**config.mk**
```make
export PLATFORM = sky130hd
export DESIGN_NAME = axi_aw_router
export DESIGN_NICKNAME = d
export VERILOG_FILES = /design/src/rtl/axi_aw_router.sv
export SDC_FILE = /design/constraint.sdc
export NUM_CORES = 1
export LEC_CHECK = 0
export ABC_AREA = 0
export CAP_MARGIN = 40
export CORE_AREA = 8 8 125 127
export CTS_CLUSTER_DIAMETER = 200
export CTS_CLUSTER_SIZE = 40
export DETAILED_ROUTE_END_ITERATION = 10
export DIE_AREA = 0 0 133 135
export DONT_BUFFER_PORTS = 1
export PLACE_DENSITY_LB_ADDON = 0.08
export SLEW_MARGIN = 10
export SYNTH_ARGS = -nofsm -noshare
export SYNTH_HDL_FRONTEND = slang
export SYNTH_SLANG_ARGS = --single-unit
```
**constraint.sdc**
```tcl
create_clock -name ACLK -period 2.7 [get_ports ACLK]
set_input_delay 0 -clock ACLK [delete_from_list [all_inputs] [get_ports ACLK]]
set_output_delay 0 -clock ACLK [all_outputs]
set_load 0.01 [all_outputs]
```
**src/rtl/axi_aw_router.sv**
```systemverilog
// AW crossbar stage: round-robin NUM_M masters into one registered slot, decoded to NUM_S slaves + default; route FIFO feeds the W mux.
// Accept in cycle n -> AWVALID_S in n+1; masters see AWREADY_M=0 while the slot is stalled or slot+FIFO occupancy reaches RQ_DEPTH.
module axi_aw_router #(
  parameter int NUM_M     = 2,
  parameter int NUM_S     = 4,
  parameter int ID_BITS   = 4,
  parameter int ADDR_BITS = 32,
  parameter int LEN_BITS  = 4,
  parameter int SIZE_BITS = 3,
  parameter logic [NUM_S*ADDR_BITS-1:0] SLV_BASE = {32'h0003_0000, 32'h0002_0000, 32'h0001_0000, 32'h0000_0000},
  parameter logic [NUM_S*ADDR_BITS-1:0] SLV_MASK = {4{32'hFFFF_0000}},
  parameter int RQ_DEPTH  = 4,
  localparam int MIDX_BITS = (NUM_M > 1) ? $clog2(NUM_M) : 1,
  localparam int SIDX_BITS = $clog2(NUM_S + 1),
  localparam int IDS_BITS  = ID_BITS + MIDX_BITS
) (
  input  logic                              ACLK,
  input  logic                              ARESET,
  input  logic [NUM_M*ID_BITS-1:0]          AWID_M,
  input  logic [NUM_M*ADDR_BITS-1:0]        AWADDR_M,
  input  logic [NUM_M*LEN_BITS-1:0]         AWLEN_M,
  input  logic [NUM_M*SIZE_BITS-1:0]        AWSIZE_M,
  input  logic [NUM_M*2-1:0]                AWBURST_M,
  input  logic [NUM_M-1:0]                  AWVALID_M,
  output logic [NUM_M-1:0]                  AWREADY_M,
  output logic [(NUM_S+1)*IDS_BITS-1:0]     AWID_S,
  output logic [(NUM_S+1)*ADDR_BITS-1:0]    AWADDR_S,
  output logic [(NUM_S+1)*LEN_BITS-1:0]     AWLEN_S,
  output logic [(NUM_S+1)*SIZE_BITS-1:0]    AWSIZE_S,
  output logic [(NUM_S+1)*2-1:0]            AWBURST_S,
  output logic [NUM_S:0]                    AWVALID_S,
  input  logic [NUM_S:0]                    AWREADY_S,
  output logic                              W_ROUTE_VALID,
  output logic [MIDX_BITS-1:0]              W_ROUTE_MST,
  output logic [SIDX_BITS-1:0]              W_ROUTE_SLV,
  input  logic                              W_ROUTE_POP
);

  localparam int PTR_BITS = (RQ_DEPTH > 1) ? $clog2(RQ_DEPTH) : 1;
  localparam int CNT_BITS = $clog2(RQ_DEPTH + 1);

  logic                 hold_v_q, hold_v_d;
  logic [IDS_BITS-1:0]  hold_id_q, hold_id_d;
  logic [ADDR_BITS-1:0] hold_addr_q, hold_addr_d;
  logic [LEN_BITS-1:0]  hold_len_q, hold_len_d;
  logic [SIZE_BITS-1:0] hold_size_q, hold_size_d;
  logic [1:0]           hold_burst_q, hold_burst_d;
  logic [SIDX_BITS-1:0] hold_slv_q, hold_slv_d;
  logic [MIDX_BITS-1:0] hold_mst_q, hold_mst_d;
  logic [MIDX_BITS-1:0] rr_q, rr_d;

  logic [MIDX_BITS-1:0] rq_mst_q [RQ_DEPTH];
  logic [SIDX_BITS-1:0] rq_slv_q [RQ_DEPTH];
  logic [PTR_BITS-1:0]  wr_ptr_q, wr_ptr_d, rd_ptr_q, rd_ptr_d;
  logic [CNT_BITS-1:0]  count_q, count_d;
  logic [CNT_BITS:0]    occupancy;

  logic                 hold_fire, acc, rq_push, rq_pop, grant_hit;
  logic [MIDX_BITS-1:0] grant;
  logic [ID_BITS-1:0]   g_id;
  logic [ADDR_BITS-1:0] g_addr;
  logic [LEN_BITS-1:0]  g_len;
  logic [SIZE_BITS-1:0] g_size;
  logic [1:0]           g_burst;
  logic [SIDX_BITS-1:0] g_slv;

  // Round-robin: masters above rr_q first, then wrap to the lower ones.
  always_comb begin
    grant     = '0;
    grant_hit = 1'b0;
    for (int k = 0; k < NUM_M; k++) begin
      if (!grant_hit && AWVALID_M[k] && (k > int'(rr_q))) begin
        grant_hit = 1'b1;
        grant     = MIDX_BITS'(k);
      end
    end
    for (int k = 0; k < NUM_M; k++) begin
      if (!grant_hit && AWVALID_M[k] && (k <= int'(rr_q))) begin
        grant_hit = 1'b1;
        grant     = MIDX_BITS'(k);
      end
    end
  end

  always_comb begin
    g_id    = '0;
    g_addr  = '0;
    g_len   = '0;
    g_size  = '0;
    g_burst = '0;
    for (int k = 0; k < NUM_M; k++) begin
      if (grant == MIDX_BITS'(k)) begin
        g_id    = AWID_M[k*ID_BITS +: ID_BITS];
        g_addr  = AWADDR_M[k*ADDR_BITS +: ADDR_BITS];
        g_len   = AWLEN_M[k*LEN_BITS +: LEN_BITS];
        g_size  = AWSIZE_M[k*SIZE_BITS +: SIZE_BITS];
        g_burst = AWBURST_M[k*2 +: 2];
      end
    end
  end

  // Descending scan so the lowest matching slave index wins.
  always_comb begin
    g_slv = SIDX_BITS'(NUM_S);
    for (int i = NUM_S - 1; i >= 0; i--) begin
      if ((g_addr & SLV_MASK[i*ADDR_BITS +: ADDR_BITS]) == SLV_BASE[i*ADDR_BITS +: ADDR_BITS])
        g_slv = SIDX_BITS'(i);
    end
  end

  // A same-cycle route pop is deliberately not credited to acceptance.
  assign hold_fire = hold_v_q & AWREADY_S[hold_slv_q];
  assign occupancy = {1'b0, count_q} + {{CNT_BITS{1'b0}}, hold_v_q};
  assign acc       = (!hold_v_q || hold_fire) && (occupancy < (CNT_BITS+1)'(RQ_DEPTH)) && (|AWVALID_M);
  assign rq_push   = hold_fire;
  assign rq_pop    = W_ROUTE_POP && (count_q != '0);

  always_comb begin
    hold_v_d     = hold_v_q;
    hold_id_d    = hold_id_q;
    hold_addr_d  = hold_addr_q;
    hold_len_d   = hold_len_q;
    hold_size_d  = hold_size_q;
    hold_burst_d = hold_burst_q;
    hold_slv_d   = hold_slv_q;
    hold_mst_d   = hold_mst_q;
    rr_d         = rr_q;
    if (acc) begin
      hold_v_d     = 1'b1;
      hold_id_d    = {grant, g_id};
      hold_addr_d  = g_addr;
      hold_len_d   = g_len;
      hold_size_d  = g_size;
      hold_burst_d = g_burst;
      hold_slv_d   = g_slv;
      hold_mst_d   = grant;
      rr_d         = grant;
    end else if (hold_fire) begin
      hold_v_d = 1'b0;
    end
  end

  always_comb begin
    wr_ptr_d = wr_ptr_q;
    rd_ptr_d = rd_ptr_q;
    count_d  = count_q;
    if (rq_push)
      wr_ptr_d = (wr_ptr_q == PTR_BITS'(RQ_DEPTH - 1)) ? '0 : wr_ptr_q + PTR_BITS'(1);
    if (rq_pop)
      rd_ptr_d = (rd_ptr_q == PTR_BITS'(RQ_DEPTH - 1)) ? '0 : rd_ptr_q + PTR_BITS'(1);
    if (rq_push && !rq_pop)
      count_d = count_q + CNT_BITS'(1);
    else if (!rq_push && rq_pop)
      count_d = count_q - CNT_BITS'(1);
  end

  always_ff @(posedge ACLK) begin
    if (ARESET) begin
      hold_v_q     <= 1'b0;
      hold_id_q    <= '0;
      hold_addr_q  <= '0;
      hold_len_q   <= '0;
      hold_size_q  <= '0;
      hold_burst_q <= '0;
      hold_slv_q   <= '0;
      hold_mst_q   <= '0;
      rr_q         <= MIDX_BITS'(NUM_M - 1);
      wr_ptr_q     <= '0;
      rd_ptr_q     <= '0;
      count_q      <= '0;
      for (int i = 0; i < RQ_DEPTH; i++) begin
        rq_mst_q[i] <= '0;
        rq_slv_q[i] <= '0;
      end
    end else begin
      hold_v_q     <= hold_v_d;
      hold_id_q    <= hold_id_d;
      hold_addr_q  <= hold_addr_d;
      hold_len_q   <= hold_len_d;
      hold_size_q  <= hold_size_d;
      hold_burst_q <= hold_burst_d;
      hold_slv_q   <= hold_slv_d;
      hold_mst_q   <= hold_mst_d;
      rr_q         <= rr_d;
      wr_ptr_q     <= wr_ptr_d;
      rd_ptr_q     <= rd_ptr_d;
      count_q      <= count_d;
      if (rq_push) begin
        rq_mst_q[wr_ptr_q] <= hold_mst_q;
        rq_slv_q[wr_ptr_q] <= hold_slv_q;
      end
    end
  end

  always_comb begin
    AWREADY_M = '0;
    for (int k = 0; k < NUM_M; k++)
      AWREADY_M[k] = acc && (grant == MIDX_BITS'(k));
    AWVALID_S = '0;
    for (int j = 0; j <= NUM_S; j++)
      AWVALID_S[j] = hold_v_q && (hold_slv_q == SIDX_BITS'(j));
  end

  assign AWID_S        = {(NUM_S+1){hold_id_q}};
  assign AWADDR_S      = {(NUM_S+1){hold_addr_q}};
  assign AWLEN_S       = {(NUM_S+1){hold_len_q}};
  assign AWSIZE_S      = {(NUM_S+1){hold_size_q}};
  assign AWBURST_S     = {(NUM_S+1){hold_burst_q}};
  assign W_ROUTE_VALID = (count_q != '0);
  assign W_ROUTE_MST   = rq_mst_q[rd_ptr_q];
  assign W_ROUTE_SLV   = rq_slv_q[rd_ptr_q];

endmodule
```
==> impl_metrics.ini, run 1 <==
[timing]
rsz0062_at_grt = no
slew_headroom_pct = 48.2
period_share_pct = 92.8
skew_ns = 0.00716
tightest_slew_ns = 0.770
slew_violations = 0
setup_viol = 0
period_needed_ns = 2.51
hold_viol = 0
fmax_ghz = 0.399
setup-tns-final_ns = 0

[drt]
drtIter0Drc = 121
drc = 0
routed-via-count = 3318
vias_per_cell = 5.34
antenna_left = 0
wl_per_cell_um = 23.6
firstDrtPassIters = 4
drt-total-wl_mm = 14.6

[die]
rows = 43
die_h_um = 135
start_util_pct = 37.1
core-area_um2 = 13600
num_io_pins = 342
die_x_um = 133
dieArea_um2 = 18000

[yosys]
synth_cell_types = 43
synth_nets = 650
synthCells = 546
synth-seq-cells = 76
post-synth-top-area-fraction_pct = 28.0
avgSynthCellArea_um2 = 9.24
synth-edff-count = 16
synthMuxAreaShare_pct = 11.5
seq_area_frac_synth_pct = 33.3
synthAdderAreaFrac_pct = 1.14
netlist_area_um2 = 5040
synth-compound-area-share_pct = 14.7
synth_area_leaders = buf_4 28%, dfxtp_1 24%, mux2i_1 9.7%
yosysWarnings = 0
synth-simple-area-share_pct = 7.19
synthFlopType = dfxtp_1
synth_top_family_by_area = buffers and inverters
synth_top_area_cell = buf_4
synthXorXnorAreaFrac_pct = 0.347
async_flop_share_pct = 0

[placement]
routabilityCongestion = 0.737
portBuffers = 0
placed_area_um2 = 3840
hpwl_mm = 10.1

[layout]
final_common_cell = dlygate4sd3_1
diodes = 0
final_cell_mix = 84 x dlygate4sd3_1, 59 x dfxtp_1, 50 x a21oi_1
nets = 540
layout-drive-gt1-share_pct = 9.98
finalInstanceArea_um2 = 5020
fill_cells = 1359
syn2layout_area_growth_pct = -0.397

[worst_hold_path]
hp-class = in2reg
min_path_cells = 2

[worst_setup_path]
path_class = reg2reg
cp.required_ns = 2.98
end_kind = flip-flop
worstRegToRegCells = 11
worstPathArrival_ns = 2.78
cp_max_fo = 9
start_kind = flip-flop

[global_route]
track_usage_pct = 16.0
grt_pass1_vias = 3422
grt_max_degree = 64
grt_pass1_wl_mm = 22.0
antenna_found_initial = 0
grt_overflow = 0

[run]
cap_violations = 0

[clock_network]
clk_pin_slew_worst_paths_ns = 0.07
cts_made_buffers = 9
root_buffer = clkbuf_16
cts_sinks = 76
cts_buffer_depth = 2
cts_setup_buffers = 0
h-tree-depth = 3
clock_latency_ns = 0.34
cts_tree = done

[power_and_ir_drop]
peakVddDrop_mv = 0.421
power.density_nw_per_um2 = 991
power_leakage_nw = 1.88

[run_status]
status = completed
worst max-delay path, stage by stage, from the launching register on:
cell and delay, ns:
dfxtp_1 0.41, inv_2 0.12, nor3_2 0.22, a21o_1 0.19, nand2_1 0.11, inv_1 0.14, ha_1 0.20, inv_1 0.06
fa_1 0.37, xor2_1 0.16, or3_1 0.31, a21oi_1 0.14
per-layer routing:
| layer | share of wire, % | vias up | global-route usage (%) |
|---|---|---|---|
| li1 | - | 1519 | - |
| met1 | 41 | 1613 | 18.9 |
| met2 | 50 | 174 | 26.9 |
| met3 | 7.2 | 12 | 4.87 |
| met4 | 1.2 | 0 | 5.93 |
| met5 | 0 | - | 0 |
path summary, 6_finish.rpt:
check | from | end | slack, ns
setup / recovery | hold_slv_q[0]$_SDFFE_PP0P_ | count_q[2]$_SDFFE_PP0P_ | 0.19
setup reg to reg | hold_slv_q[0]$_SDFFE_PP0P_ | count_q[2]$_SDFFE_PP0P_ | 0.19
hold reg to reg | rd_ptr_q[1]$_SDFFE_PP0P_ | rd_ptr_q[1]$_SDFFE_PP0P_ | 0.49
hold / removal | AWADDR_M[22] | hold_addr_q[22]$_SDFFE_PP0P_ | 0.005
layout make-up:
cell class	instances	area [um2]	area share (%)
clock buffers	10	239	4.76
clock inverters	6	70.1	1.39
repair buffers	96	983	19.6
well taps	180	225	4.48
inverters	9	33.8	0.672
multi-input cells	244	1790	35.6
flip-flops and latches	76	1680	33.5
flip-flops by register name (all words and copies together) (netlist names), named ones only:
register / flops
hold_addr_q: 32
rq_slv_q: 12
hold_id_q: 5
hold_len_q: 4
rq_mst_q: 4
count_q: 3
hold_size_q: 3
hold_slv_q: 3
hold_burst_q: 2
rd_ptr_q: 2
wr_ptr_q: 2
hold_v_q: 1
rr_q: 1
power by group:
| part | switching, mW | internal [mW] |
|---|---|---|
| Sequential | 0.932 | 1.41 |
| Combinational | 0.741 | 0.618 |
| Clock | 0.526 | 0.748 |
| Total | 2.20 | 2.78 |
what timing repair did:
item                                   4_1_cts  5_1_grt
resized for setup                            0        1
hold buffers                                84        1
setup endpoints to repair                    0        1
endpoints found under the hold margin       64        1
cells in the mapped netlist (5+ instances only):
library cell  count
inv_1             7
nor3_1            7
a21oi_1          50
a211oi_1         43
clkbuf_1         12
buf_6             5
nand2_1           5
edfxtp_1         16
nor4_1            8
buf_2            10
dfxtp_1          60
nand3_1           9
o21ai_0           8
nor2_1           21
buf_4           188
nand2b_1          6
mux2i_1          49
per-stage QoR:
step                      setup slack [ns]  total power, mW  hold WS (ns)  std cells  utilization [%]
after CTS                            0.104             5.05       0.00245        620             36.8
after floorplan                      0.310             4.09         0.174        546                -
after detailed placement             0.133             3.59        0.0923        520             28.2
final                                0.194             4.98       0.00514        621             36.9
after global placement               0.204             3.53        0.0916        519             28.0
after global routing                0.0157             5.30        0.0129        621             36.9
cells by family (layout without fill, tap and decap cells):
kind of cell / after synthesis / after routing
flip-flops: 76 / 76
AO/OA/AOI/OAI: 115 / 115
XOR/XNOR: 2 / 2
buffers and inverters: 226 / 121
adder cells (fa/ha/maj): 4 / 4
AND/OR/NAND/NOR: 70 / 70
multiplexers: 53 / 53
Note: power is estimated with default switching activity, not from simulation.
==> run 2: changes to the inputs <==
--- a/config.mk
+++ b/config.mk
@@ -7,11 +7,11 @@
 export LEC_CHECK = 0
 export ABC_AREA = 0
 export CAP_MARGIN = 40
-export CORE_AREA = 8 8 125 127
+export CORE_AREA = 8 8 126 128
 export CTS_CLUSTER_DIAMETER = 200
 export CTS_CLUSTER_SIZE = 40
 export DETAILED_ROUTE_END_ITERATION = 10
-export DIE_AREA = 0 0 133 135
+export DIE_AREA = 0 0 134 136
 export DONT_BUFFER_PORTS = 1
 export PLACE_DENSITY_LB_ADDON = 0.08
 export SLEW_MARGIN = 10
==> impl_metrics.ini, run 2 (synthesis gave the netlist of run 1 again) <==
[layout]
finish.utilization_pct = 35.5
final_cell_mix = 85 x dlygate4sd3_1, 58 x dfxtp_1, 50 x a21oi_1
fill_cells = 1446
reg_top3 = hold_addr_q x32, rq_slv_q x12, hold_id_q x5
top_register = hold_addr_q
layout-drive-gt1-share_pct = 9.55
diodes = 0
largest_reg_flops = 32
final_common_cell = dlygate4sd3_1
syn2layout_area_growth_pct = -1.09
nets = 539

[worst_setup_path]
start_kind = flip-flop
r2r_start = hold_slv_q[2]$_SDFFE_PP0P_
worstRegToRegCells = 11
startpoint = hold_slv_q[2]$_SDFFE_PP0P_
cp_max_fo = 9
r2r-end = count_q[2]$_SDFFE_PP0P_
worstPathArrival_ns = 2.72
reg2reg_slack_ns = 0.25
end_kind = flip-flop
path_class = reg2reg
cp.required_ns = 2.97

[timing]
period_share_pct = 90.7
period_needed_ns = 2.45
fin_hold_ws_ns = -0.00714
rsz0062_at_grt = no
skew_ns = 0.00546
slew_violations = 0
tightest_slew_ns = 0.696
setup-tns-final_ns = 0
hold_viol = 1
slew_headroom_pct = 53.6
fmax_ghz = 0.408
setup_viol = 0

[power_and_ir_drop]
power_leakage_nw = 1.86
peakVddDrop_mv = 0.353
internal-power_mw = 2.70
p_comb_share_pct = 26.4
p_total_mw = 4.83
switching_share_pct = 44.2
power_frac_seq_pct = 48.6
p_sw_mw = 2.14
power.density_nw_per_um2 = 969
power_frac_clock_pct = 25.0

[placement]
portBuffers = 0
hpwl_mm = 10.1
routabilityCongestion = 0.782

[global_route]
grt_overflow = 0
grt_pass1_vias = 3491
grt_pass1_wl_mm = 21.2
track_usage_pct = 15.4
antenna_found_initial = 0
grt_max_degree = 64

[clock_network]
h-tree-depth = 3
cts_buffer_depth = 2
clock_latency_ns = 0.34
clk_pin_slew_worst_paths_ns = 0.06
cts_made_buffers = 9
cts_setup_buffers = 0
cts_sinks = 76
cts_tree = done
root_buffer = clkbuf_16

[run_status]
status = complete, but fails checks
violations = negative hold slack

[drt]
routed-via-count = 3245
wl_per_cell_um = 22.9
drc = 0
drt-total-wl_mm = 14.3
vias_per_cell = 5.20
antenna_left = 0
drtIter0Drc = 116
firstDrtPassIters = 4

[die]
rows = 44
num_io_pins = 342
start_util_pct = 35.9
die_x_um = 134
die_h_um = 136
dieArea_um2 = 18200
core-area_um2 = 14000

[worst_hold_path]
hold_path_end = hold_addr_q[23]$_SDFFE_PP0P_
min_path_cells = 2
hp-class = in2reg
hp-start = AWADDR_M[23]

[run]
cap_violations = 0
[run 2: cell count changes in the layout (fill, tap and decap cells not counted), sizes merged]
cell,delta
dlygate4sd3,+1
inv,-2
buf,-2
clkinvlp,-1
clkbuf,-1
clkinv,+4
[run 2: power by group through the flow]
stage | Combinational, mW | Sequential [mW] | Clock (mW)
floorplan | 2.30 | 1.79 | 0
global placement | 1.12 | 2.39 | 0
detailed placement | 1.13 | 2.39 | 0
CTS | 1.29 | 2.37 | 1.26
global route | 1.42 | 2.45 | 1.30
finish | 1.28 | 2.35 | 1.21
[run 2: worst max-delay path by stage]
| stage | end | slack, ns |
|---|---|---|
| finish | count_q[2]$_SDFFE_PP0P_ | 0.25 |
| CTS | count_q[2]$_SDFFE_PP0P_ | 0.11 |
| global placement | count_q[2]$_SDFFE_PP0P_ | 0.22 |
| detailed placement | count_q[2]$_SDFFE_PP0P_ | 0.13 |
| floorplan | count_q[2]$_SDFFE_PP0P_ | 0.31 |
| global route | count_q[2]$_SDFFE_PP0P_ | 0.05 |
[run 2: layer usage]
layer / global-route usage [%] / vias to the layer above / wire, um
li1: - / 1511 / -
met1: 18.3 / 1552 / 5970
met2: 26.1 / 167 / 7150
met3: 3.99 / 15 / 949
met4: 6.43 / 0 / 219
met5: 0 / - / 0
[run 2: stage by stage]
stage / hold WS, ns / cell area (um2) / cells / setup WS, ns
final: -0.00714 / 4990 / 624 / 0.251
after global routing: 0.0275 / 4990 / 624 / 0.0534
after CTS: 0.00212 / 4990 / 624 / 0.112
after detailed placement: 0.0884 / 3810 / 522 / 0.135
after global placement: 0.0910 / 3810 / 522 / 0.219
after floorplan: 0.174 / 5040 / 546 / 0.310
[run 2: cell type report]
cell class / instances / area (um2) / share of cell area [%]
flip-flops and latches: 76 / 1680 / 33.8
clock buffers: 9 / 225 / 4.51
repair buffers: 95 / 958 / 19.2
clock inverters: 7 / 67.6 / 1.35
well taps: 184 / 230 / 4.62
inverters: 9 / 33.8 / 0.677
multi-input cells: 244 / 1790 / 35.9
[run 2: critical path: stages (launching register included)]
cell and delay, ns:
dfxtp_2 0.42, mux2i_1 0.11, o21ai_2 0.21, a21o_1 0.17, nand2_1 0.08, inv_1 0.14, ha_1 0.21, inv_1 0.06
fa_1 0.37, xor2_1 0.16, or3_1 0.31, a21oi_1 0.14
[run 2: what timing repair did]
action                                 in CTS  in global routing
setup endpoints to repair                   0                  1
endpoints found under the hold margin      64                  0
gates resized for setup                     0                  2
hold buffers                               86                  0
